`src/rtl/sar_pkg.sv`:
```
// Shared types and helpers for the successive-approximation search engine.
// Build option: SAR_EARLY_EXIT_EN (see sar_search).
package sar_pkg;

    localparam int SAR_W_DEFAULT = 4;

    typedef enum logic [1:0] {
        ST_IDLE  = 2'd0,
        ST_PROBE = 2'd1,
        ST_DONE  = 2'd2
    } sar_state_e;

    // A trustworthy comparator asserts exactly one of eq/lt/gt.
    function automatic logic sar_flags_onehot(input logic eq, input logic lt, input logic gt);
        return $onehot({eq, lt, gt});
    endfunction

endpackage

```
`src/rtl/sar_step.sv`:
```
// One successive-approximation decision: next accumulator, next bit index,
// last-bit and flag-error indications from the current comparator result.
module sar_step
    import sar_pkg::*;
#(
    parameter int W  = SAR_W_DEFAULT,
    parameter int KW = (W > 1) ? $clog2(W) : 1
) (
    input  logic [W-1:0]  acc,
    input  logic [KW-1:0] k,
    input  logic          cmp_eq,
    input  logic          cmp_lt,
    input  logic          cmp_gt,
    output logic [W-1:0]  acc_next,
    output logic [KW-1:0] k_next,
    output logic          last,
    output logic          error
);

    localparam logic [W-1:0] ONE = W'(1);

    always_comb begin
        // Probe above target clears the trial bit; lt or eq keeps it.
        acc_next = cmp_gt ? acc : (acc | (ONE << k));
        k_next   = k - KW'(1);
        last     = (k == '0);
        error    = !sar_flags_onehot(cmp_eq, cmp_lt, cmp_gt);
    end

endmodule

```
`src/rtl/sar_search.sv`:
```
// Sequential SAR search: probes an external comparator MSB first and recovers the target.
// Build option: define SAR_EARLY_EXIT_EN to finish as soon as the comparator reports equality.
module sar_search
    import sar_pkg::*;
#(
    parameter int W = SAR_W_DEFAULT
) (
    input  logic         clk,
    input  logic         rst,
    input  logic         start,
    input  logic         cmp_eq,
    input  logic         cmp_lt,
    input  logic         cmp_gt,
    output logic [W-1:0] probe,
    output logic         busy,
    output logic         done,
    output logic [W-1:0] result,
    output logic         found,
    output logic         err
);

    localparam int KW = (W > 1) ? $clog2(W) : 1;

    localparam logic [1:0] IDLE  = 2'(ST_IDLE);
    localparam logic [1:0] PROBE = 2'(ST_PROBE);
    localparam logic [1:0] DONE  = 2'(ST_DONE);

    localparam logic [W-1:0] ONE = W'(1);
    localparam logic [W-1:0] MSB = ONE << (W - 1);

    logic [1:0]    state;
    logic [W-1:0]  acc;
    logic [KW-1:0] k;

    logic [W-1:0]  acc_next;
    logic [KW-1:0] k_next;
    logic          last;
    logic          error;

    sar_step #(.W(W), .KW(KW)) u_step (
        .acc      (acc),
        .k        (k),
        .cmp_eq   (cmp_eq),
        .cmp_lt   (cmp_lt),
        .cmp_gt   (cmp_gt),
        .acc_next (acc_next),
        .k_next   (k_next),
        .last     (last),
        .error    (error)
    );

    always_ff @(posedge clk or posedge rst) begin
        if (rst) begin
            state  <= IDLE;
            acc    <= '0;
            k      <= '0;
            probe  <= '0;
            busy   <= 1'b0;
            done   <= 1'b0;
            result <= '0;
            found  <= 1'b0;
            err    <= 1'b0;
        end else begin
            done <= 1'b0;
            case (state)
                IDLE, DONE: begin
                    if (start) begin
                        state <= PROBE;
                        acc   <= '0;
                        k     <= KW'(W - 1);
                        found <= 1'b0;
                        err   <= 1'b0;
                        probe <= MSB;
                        busy  <= 1'b1;
                    end else begin
                        state <= IDLE;
                        probe <= '0;
                        busy  <= 1'b0;
                    end
                end
                PROBE: begin
                    // start is deliberately not examined here: a running search is never restarted.
                    if (error) begin
                        state  <= DONE;
                        err    <= 1'b1;
                        found  <= 1'b0;
                        result <= '0;
                        probe  <= '0;
                        busy   <= 1'b0;
                        done   <= 1'b1;
                    end
`ifdef SAR_EARLY_EXIT_EN
                    else if (cmp_eq) begin
                        state  <= DONE;
                        result <= probe;
                        found  <= 1'b1;
                        probe  <= '0;
                        busy   <= 1'b0;
                        done   <= 1'b1;
                    end
`endif
                    else begin
                        if (cmp_eq)
                            found <= 1'b1;
                        acc <= acc_next;
                        if (last) begin
                            state  <= DONE;
                            result <= acc_next;
                            probe  <= '0;
                            busy   <= 1'b0;
                            done   <= 1'b1;
                        end else begin
                            k     <= k_next;
                            probe <= acc_next | (ONE << k_next);
                        end
                    end
                end
                default: begin
                    state <= IDLE;
                    probe <= '0;
                    busy  <= 1'b0;
                end
            endcase
        end
    end

endmodule

```
`config.mk`:
```
export PLATFORM = sky130hd
export DESIGN_NAME = sar_search
export DESIGN_NICKNAME = d
export VERILOG_FILES = /design/src/rtl/sar_pkg.sv /design/src/rtl/sar_step.sv /design/src/rtl/sar_search.sv
export SDC_FILE = /design/constraint.sdc
export NUM_CORES = 1
export LEC_CHECK = 0
export ABC_CLOCK_PERIOD_IN_PS = 4400
export BUFFER_PORTS_ARGS = -buffer_cell sky130_fd_sc_hd__buf_2
export CAP_MARGIN = 25
export CORE_MARGIN = 3
export CORE_UTILIZATION = 28
export DETAILED_ROUTE_END_ITERATION = 7
export GPL_ROUTABILITY_DRIVEN = 0
export PLACE_DENSITY = 0.49
export SYNTH_ARGS = -nofsm -noshare
export SYNTH_HDL_FRONTEND = slang
export SYNTH_HIERARCHICAL = 1
export SYNTH_SLANG_ARGS = --single-unit
```
`constraint.sdc`:
```
create_clock -name clk -period 4.4 [get_ports clk]
set_input_delay 0 -clock clk [delete_from_list [all_inputs] [get_ports clk]]
set_output_delay 0 -clock clk [all_outputs]
set_load 0.03 [all_outputs]
```
==> impl_metrics.yaml, run 1 <==
job:
  drv_cap: 0
setup_path:
  crit_path_max_incr_delay_ps: 560
  critPathRequiredTime_ps: 4590
  critPathLaunchType: "flip-flop"
  cpMaxStageDelayCell: "or4b_4"
  reg2reg_to: "k[0]"
  path_delay_family: "simple AND/OR/NAND/NOR gates"
  crit_buf_inv: 1
  crit_arrival_ps: 2140
  worst_setup_path_end_kind: "flip-flop"
  cp_cell_sequence: "inv_1, ha_1, or4b_4, nor3b_1, a311oi_1"
  crit_type: "reg -> reg"
  rr_worst_depth: 5
  critPathMaxFanout: 11
  r2r_setup_slack_ps: 2460
  r2r-start: "k[0]"
placed_design:
  portBuffers: 17
  dp_hpwl_um: 1450
  place_ws_ps: 2440
  place_inst: 151
final_layout:
  area_growth_pct: 18.4
  final_common_cell: "dfrtp_1"
  n_fill_cell: 328
  multi_input_area_um2: 385
  drive_gt1_share_pct: 23.0
  final_cell_mix: "19 x dfrtp_1, 17 x buf_2, 15 x inv_1, 7 x nand2_1, 7 x o21ai_0"
  diodes: 0
  regArea_um2: 475
  nets: 125
  fin_cells: 157
detailed_routing:
  num_vias: 684
  first_iter_violations: 10
  drc: 0
  wl_per_cell_um: 12.1
  drtPass1Iterations: 4
  ant_nets: 0
  via_per_inst: 4.36
  routed_wirelength_um: 1900
yosys:
  syn_nets: 103
  ys_ff_latch: 19
  syn_area_um2: 936
  synth_area_leaders: "dfrtp_1 51%, inv_1 6.0%, ha_1 5.3%"
  synthDistinctLibCells: 23
  yosys_warnings: 6
  yosys.area.top_type: "dfrtp_1"
  yosysTopAreaCellShare_pct: 50.8
  seq_area_frac_synth_pct: 50.8
  postSynthCellCount: 92
  avgSynthCellArea_um2: 10.2
global_route:
  antenna_found_initial: 0
  first_global_vias: 705
  grt_overflow: 0
  grt_max_degree: 20
  grt_pass1_wl_um: 3360
  grt_util_all_layers_pct: 10.5
timing:
  max-slew-margin-rel_pct: 51.1
  rsz0062_at_grt: "false"
  fin_skew_ps: 8.17
  final.period_utilization_pct: 44.2
  slew_violations: 0
  fmax_mhz: 515
  fin_crit_ps: 1940
  worst_slew_pin_slew_ps: 733
  setup_violations: 0
  fin_setup_tns_ps: 0
  finalWorstSetupSlack_ps: 2460
  hold_viol: 0
outcome:
  status: "finished, final reports clean"
power:
  power_uw: 466
  p_leak_nw: 0.617
  powerDensity_nw_per_um2: 420
  ir_worst_vdd_mv: 0.237
die:
  die_area_um2: 4070
  fp.dieW_um: 63.8
  ioPinCount: 18
  core_um2: 3130
  std_cell_rows: 20
  initial_utilization_pct: 29.9
  die_h_um: 63.8
clocking:
  clock-sinks: 19
  clock_path_buffers: 2
  clk_latency_ps: 300
  cts-root-buf: "clkbuf_4"
  htree_levels: 1
  cts_made_buffers: 3
  clk_pin_slew_worst_paths_ps: 100
  cts_tree: "done"
hold_path:
  hold-path-endpoint: "found"
  min_path_type: "in -> reg"
  holdPathStages: 3
  min_from: "cmp_eq"
## how the worst max path moves through the flow
stage	from	to	slack, ps	cells past startpoint
global route	k[0]	k[0]	2320	5
global placement	cmp_eq	k[1]	2510	7
CTS	k[0]	k[0]	2450	5
floorplan	k[0]	k[0]	2610	6
detailed placement	cmp_eq	k[0]	2440	7
finish	k[0]	k[0]	2460	5
## synthesized netlist by cell type
master and count:
clkbuf_1 1, or2b_2 1, mux2i_1 4, or4b_4 1
a311oi_1 2, buf_6 1, and2b_2 1, o31ai_1 1
inv_2 1, dfrtp_1 19, a21oi_1 5, nand2b_1 1
nor3_1 2, a21o_1 4, o21ai_0 7, fa_1 1
nor3b_1 3, ha_1 4, inv_1 15, nand2_1 7
a22o_1 4, or2_2 1, nor2_1 6
## layout make-up
type / instances / area share (%)
clock inverter: 1 / 0.451
tap: 44 / 4.97
clock buffer: 3 / 2.03
sequential: 19 / 42.9
multi-input combinational: 55 / 34.8
timing repair buffer: 19 / 9.48
inverter: 16 / 5.42
## logic make-up (layout without fill, tap and decap cells)
logic type	Yosys count	count (layout)	synth area share [%]
flops	19	19	50.8
simple gates	23	23	13.4
fa+ha+maj	5	5	7.49
mux	4	4	4.28
buf+inv	18	39	8.02
compound gates	23	23	16.0
## worst reg2reg max path, delay by kind of cell, from the launching register on
kind                       cells  cell delay (ps)
and+or+nand+nor                2              740
adders and majority gates      1              270
AOI/OAI and AO/OA              1              260
buffers and inverters          1              140
DFF                            1              440
## state kept, by name (all words and copies together), names as in the netlist
| name | count |
|---|---|
| acc | 4 |
| err | 1 |
| state | 2 |
| probe | 4 |
| done | 1 |
| result | 4 |
| found | 1 |
| k | 2 |
## metrics by stage
step | utilization, % | hold slack, ps | area, um2
5_1_grt | 35.4 | 95.1 | 1110
4_1_cts | 35.4 | 56.6 | 1110
3_3_place_gp | 33.9 | 160 | 1060
2_1_floorplan | - | -48.9 | 936
3_5_place_dp | 33.9 | 162 | 1060
6_report | 35.4 | 70.0 | 1110
## layer usage
layer | GRT usage [%] | wire, um | vias to the layer above
met1 | 13.3 | 909 | 319
met2 | 17.5 | 876 | 15
met5 | 0 | 0 | -
met3 | 3.51 | 97 | 2
met4 | 1.62 | 12 | 0
li1 | - | - | 348
## report_power, final
part	internal, mW	switching [mW]
registers	0.196	0.0222
logic	0.0566	0.103
clock network	0.0338	0.0545
total	0.287	0.179
## repair_timing
item / 4_1_cts / 5_1_grt
setup buffers: 0 / 0
endpoints found under the hold margin: 20 / 0
resized for setup: 0 / 0
hold buffers: 2 / 0
Power figures use the tool's default switching activity.
==> run 2, diff against run 1 <==
ABC_CLOCK_PERIOD_IN_PS = 1650   (was 4400)
PLACE_DENSITY = 0.51   (was 0.49)
clock period = 1.65 ns   (was 4.4 ns; I/O delays follow)
==> run 2 against run 1 <==
  * Setup slack got worse by 2400 ps
  * Sequential share of layout area decreased by 5.1 points
  * Clock power increased to 2.7 times the previous value
  * Global-route usage increased by 0.55 points
  * Power increased to 2.9 times the previous value
  * Non-clock buffer count increased by 14
  * Worst hold slack got worse by 23 ps
  * Sequential power increased to 2.6 times the previous value
  * Critical path depth unchanged
  * Maximum frequency increased by 20%
  * First-iteration DRC count increased by 110%
  * Clock-buffer cell count increased by 1
  * Critical endpoint is now k[1]
==> impl_metrics.yaml, run 2 (synthesis gave the netlist of run 1 again) <==
clocking:
  clk_latency_ps: 300
  clock_path_buffers: 2
  cts_made_buffers: 3
  cts_tree: "done"
  htree_levels: 1
  clk_pin_slew_worst_paths_ps: 110
  cts-root-buf: "clkbuf_4"
  clock-sinks: 19
setup_path:
  critPathRequiredTime_ps: 1850
  critPathLaunchType: "flip-flop"
  worst_setup_path_end_kind: "flip-flop"
  crit_arrival_ps: 1820
  crit_type: "reg -> reg"
  cp_cell_sequence: "inv_2, ha_4, or4b_4, nor3b_2, a311oi_1"
  crit_path_max_incr_delay_ps: 550
  path_delay_family: "simple AND/OR/NAND/NOR gates"
  cpMaxStageDelayCell: "or4b_4"
  crit_buf_inv: 1
  critPathMaxFanout: 5
placed_design:
  portBuffers: 17
  dp_hpwl_um: 1570
  place_inst: 162
  placed_area_um2: 1160
  place_ws_ps: -175
power:
  combPwrFrac_pct: 41.0
  pwr-share-clk_pct: 17.6
  intPower_uw: 856
  p_leak_nw: 0.690
  power_mw: 1.37
  p_seq_share_pct: 41.4
  switching_power_uw: 516
  powerDensity_nw_per_um2: 1090
  ir_worst_vdd_mv: 0.421
  power.share.switching_pct: 37.6
detailed_routing:
  via_per_inst: 4.41
  drc: 0
  drtPass1Iterations: 4
  routed_wirelength_um: 2090
  ant_nets: 0
  num_vias: 758
  wl_per_cell_um: 12.2
  first_iter_violations: 21
timing:
  final.period_utilization_pct: 97.8
  fmax_mhz: 620
  fin_skew_ps: 7.06
  worst_slew_pin_slew_ps: 734
  finalWorstSetupSlack_ps: 37.0
  fin_crit_ps: 1610
  slew_violations: 0
  rsz0062_at_grt: "true"
  setup_violations: 0
  max-slew-margin-rel_pct: 51.0
  hold_viol: 0
outcome:
  status: "finished, final reports clean"
global_route:
  grt_max_degree: 20
  grt_pass1_wl_um: 3470
  grt_overflow: 0
  grt_util_all_layers_pct: 11.0
  antenna_found_initial: 0
  first_global_vias: 771
final_layout:
  final_cell_mix: "18 x dfrtp_1, 17 x buf_2, 14 x buf_4, 13 x inv_1"
  fin_area_um2: 1260
  reg_top3: "acc: 4 flops, probe: 4 flops, result: 4 flops"
  final_common_cell: "dfrtp_1"
  drive_gt1_share_pct: 37.5
  nets: 140
  fin_cells: 172
  diodes: 0
  area_growth_pct: 34.6
job:
  drv_cap: 0
die:
  die_h_um: 63.8
  ioPinCount: 18
  initial_utilization_pct: 29.9
  die_area_um2: 4070
  fp.dieW_um: 63.8
  core_um2: 3130
  std_cell_rows: 20
hold_path:
  min_path_type: "in -> reg"
[run 2: path summary, 6_finish.rpt]
| check | from | endpoint | slack (ps) | depth (start not counted) |
|---|---|---|---|---|
| min in group asynchronous | rst | result[1] | 350 | 3 |
| hold / removal | cmp_eq | found | 50 | 3 |
| max in group asynchronous | rst | state[0] | 800 | 3 |
| setup reg to reg | k[0] | k[1] | 40 | 5 |
| hold reg to reg | found | found | 510 | 2 |
| setup / recovery | k[0] | k[1] | 40 | 5 |
[run 2: final cells by class]
type                    instances  area (um2)
well taps                      44        55.1
multi-input cells              56         432
fillers                       324        1870
clock buffers                   4        26.3
flip-flops and latches         19         477
inverters                      16        60.1
repair buffers                 33         210
[run 2: power by group through the flow]
| stage | sequential (mW) | clock (mW) | combinational [mW] |
|---|---|---|---|
| after floorplan | 0.641 | 0 | 0.280 |
| after global placement | 0.572 | 0 | 0.520 |
| after detailed placement | 0.574 | 0 | 0.529 |
| after CTS | 0.564 | 0.252 | 0.539 |
| after global routing | 0.575 | 0.280 | 0.632 |
| final | 0.569 | 0.241 | 0.563 |
[run 2: metrics by stage]
stage	hold WS, ps	setup TNS (ps)	util (%)
global placement	161	-206	37.2
floorplan	-48.9	-40.6	-
global route	44.2	-15.0	40.3
finish	46.8	0	40.3
CTS	34.5	0	39.0
detailed placement	168	-314	37.2
[run 2: per-layer routing]
metal / vias up / part of all wire [%] / GRT usage [%]
met5: - / 0 / 0
met4: 0 / 0.57 / 4.85
met3: 2 / 3.1 / 2.11
met2: 13 / 48 / 17.9
met1: 362 / 49 / 14.2
li1: 381 / - / -
[run 2: worst min-delay path, cell delays in order]
cell and delay (ps):
buf_2 100, a21oi_1 140, o31ai_1 70
[run 2: timing repair]
action	4_1_cts	5_1_grt
pin swaps	2	2
gates resized for setup	0	5
gates cloned	0	1
hold buffers	2	0
setup buffers	1	2
endpoints found under the hold margin	21	0
endpoints found under the setup margin	1	4
==> run 3, diff against run 2 <==
BUFFER_PORTS_ARGS = not set   (was -buffer_cell sky130_fd_sc_hd__buf_2)
DONT_BUFFER_PORTS = 1   (was not set)
PLACE_DENSITY = not set   (was 0.51)
PLACE_DENSITY_LB_ADDON = 0.12   (was not set)
SLEW_MARGIN = 20   (was not set)
==> run 3 against run 2 <==
  * Non-clock buffer count is 17 lower
  * Final area is 7.2% lower
  * Core utilization is 2.9 points lower
  * Flip-flop and latch count stayed put
  * Combinational power is 12% lower
==> impl_metrics.yaml, run 3 (synthesis gave the netlist of run 1 again) <==
detailed_routing:
  via_per_inst: 4.42
  drc: 0
  drtPass1Iterations: 4
  first_iter_violations: 23
  num_vias: 681
  wl_per_cell_um: 14.0
  routed_wirelength_um: 2160
  ant_nets: 0
global_route:
  grt_overflow: 0
  first_global_vias: 735
  antenna_found_initial: 0
  grt_max_degree: 20
  grt_util_all_layers_pct: 12.0
  grt_pass1_wl_um: 3680
final_layout:
  diodes: 0
  fin_cells: 154
  final_cell_mix: "18 x dfrtp_1, 13 x inv_1, 13 x buf_4, 7 x nand2_1"
  nets: 122
  drive_gt1_share_pct: 26.4
  fin_area_um2: 1170
  final_common_cell: "dfrtp_1"
  area_growth_pct: 25.0
  reg_top3: "acc: 4 flops, probe: 4 flops, result: 4 flops"
  final_util_pct: 37.4
clocking:
  cts-root-buf: "clkbuf_4"
  cts_tree: "done"
  clock-sinks: 19
  clk_latency_ps: 310
  cts_made_buffers: 3
  htree_levels: 1
  clk_pin_slew_worst_paths_ps: 130
  clock_path_buffers: 2
power:
  ir_worst_vdd_mv: 0.447
  p_leak_nw: 0.605
  power_mw: 1.37
  powerDensity_nw_per_um2: 1170
timing:
  hold_viol: 0
  rsz0062_at_grt: "true"
  setup_violations: 0
  fin_crit_ps: 1650
  fin_skew_ps: 11.8
  final.period_utilization_pct: 99.9
  slew_violations: 0
  worst_slew_pin_slew_ps: 727
  fin_setup_tns_ps: 0
  max-slew-margin-rel_pct: 51.5
  finalWorstSetupSlack_ps: 1.66
  fmax_mhz: 607
  timing.hold.ws_ps: 188
setup_path:
  path_delay_family: "simple AND/OR/NAND/NOR gates"
  crit_type: "reg -> reg"
  crit_path_max_incr_delay_ps: 570
  cp_cell_sequence: "inv_2, ha_4, or4b_4, nor3b_4, a311oi_2"
  worst_setup_path_end_kind: "flip-flop"
  critPathMaxFanout: 8
  crit_arrival_ps: 1880
  critPathLaunchType: "flip-flop"
  crit_buf_inv: 1
  critPathRequiredTime_ps: 1880
  cpMaxStageDelayCell: "or4b_4"
placed_design:
  place_ws_ps: -70.7
  placed_area_um2: 1070
  place_inst: 144
  dp_hpwl_um: 1610
  portBuffers: 0
hold_path:
  min_path_type: "in -> reg"
outcome:
  status: "finished, final reports clean"
die:
  die_area_um2: 4070
  ioPinCount: 18
  core_um2: 3130
  std_cell_rows: 20
  fp.dieW_um: 63.8
  initial_utilization_pct: 29.9
  die_h_um: 63.8
job:
  drv_cap: 0
run 3: cell count changes in the layout (fill, tap and decap cells not counted), sizes merged:
cell,delta
buf,-18
clkbuf,-1
clkinv,+1
dlygate4sd3,+1
or4b,-1
run 3: tightest hold or removal path, stage by stage:
cell    delay (ps)
inv_2           40
buf_4          120
a21o_1         160
a22o_1         130
run 3: routing by layer:
metal / vias up / GRT usage (%) / wire length, um
met5: - / 0 / 0
met4: 0 / 5.66 / 15
met3: 2 / 2.64 / 97
met2: 11 / 18.6 / 1010
met1: 326 / 15.7 / 1040
li1: 342 / - / -
run 3: timing repair:
action                     in CTS  in global routing
setup buffers                   0                  3
pin swaps                       2                  3
hold endpoints to repair       29                  0
hold buffers                    3                  0
setup endpoints to repair       1                  2
gates cloned                    0                  0
gates resized for setup         0                  5
run 3: power breakdown:
group | switching (mW) | leakage, nW | internal, mW
clock | 0.161 | 0.0177 | 0.0904
combinational | 0.270 | 0.340 | 0.224
sequential | 0.0970 | 0.247 | 0.524
total | 0.528 | 0.605 | 0.839
run 3: cell type report:
| type | count | area, um2 |
|---|---|---|
| Fill cell | 332 | 1960 |
| Sequential cell | 19 | 477 |
| Tap cell | 44 | 55.1 |
| Clock buffer | 3 | 22.5 |
| Timing Repair Buffer | 16 | 128 |
| Inverter | 16 | 60.1 |
| Clock inverter | 1 | 5.00 |
| Multi-Input combinational cell | 55 | 423 |
run 3: final timing paths:
check / start / to / slack (ps) / cells after the start
max: k[0] / k[0] / 2 / 5
max reg2reg: k[0] / k[0] / 2 / 5
min: cmp_gt / result[1] / 190 / 4
min in group asynchronous: rst / result[0] / 240 / 2
max in group asynchronous: rst / state[0] / 910 / 2
min reg2reg: acc[1] / acc[1] / 520 / 2
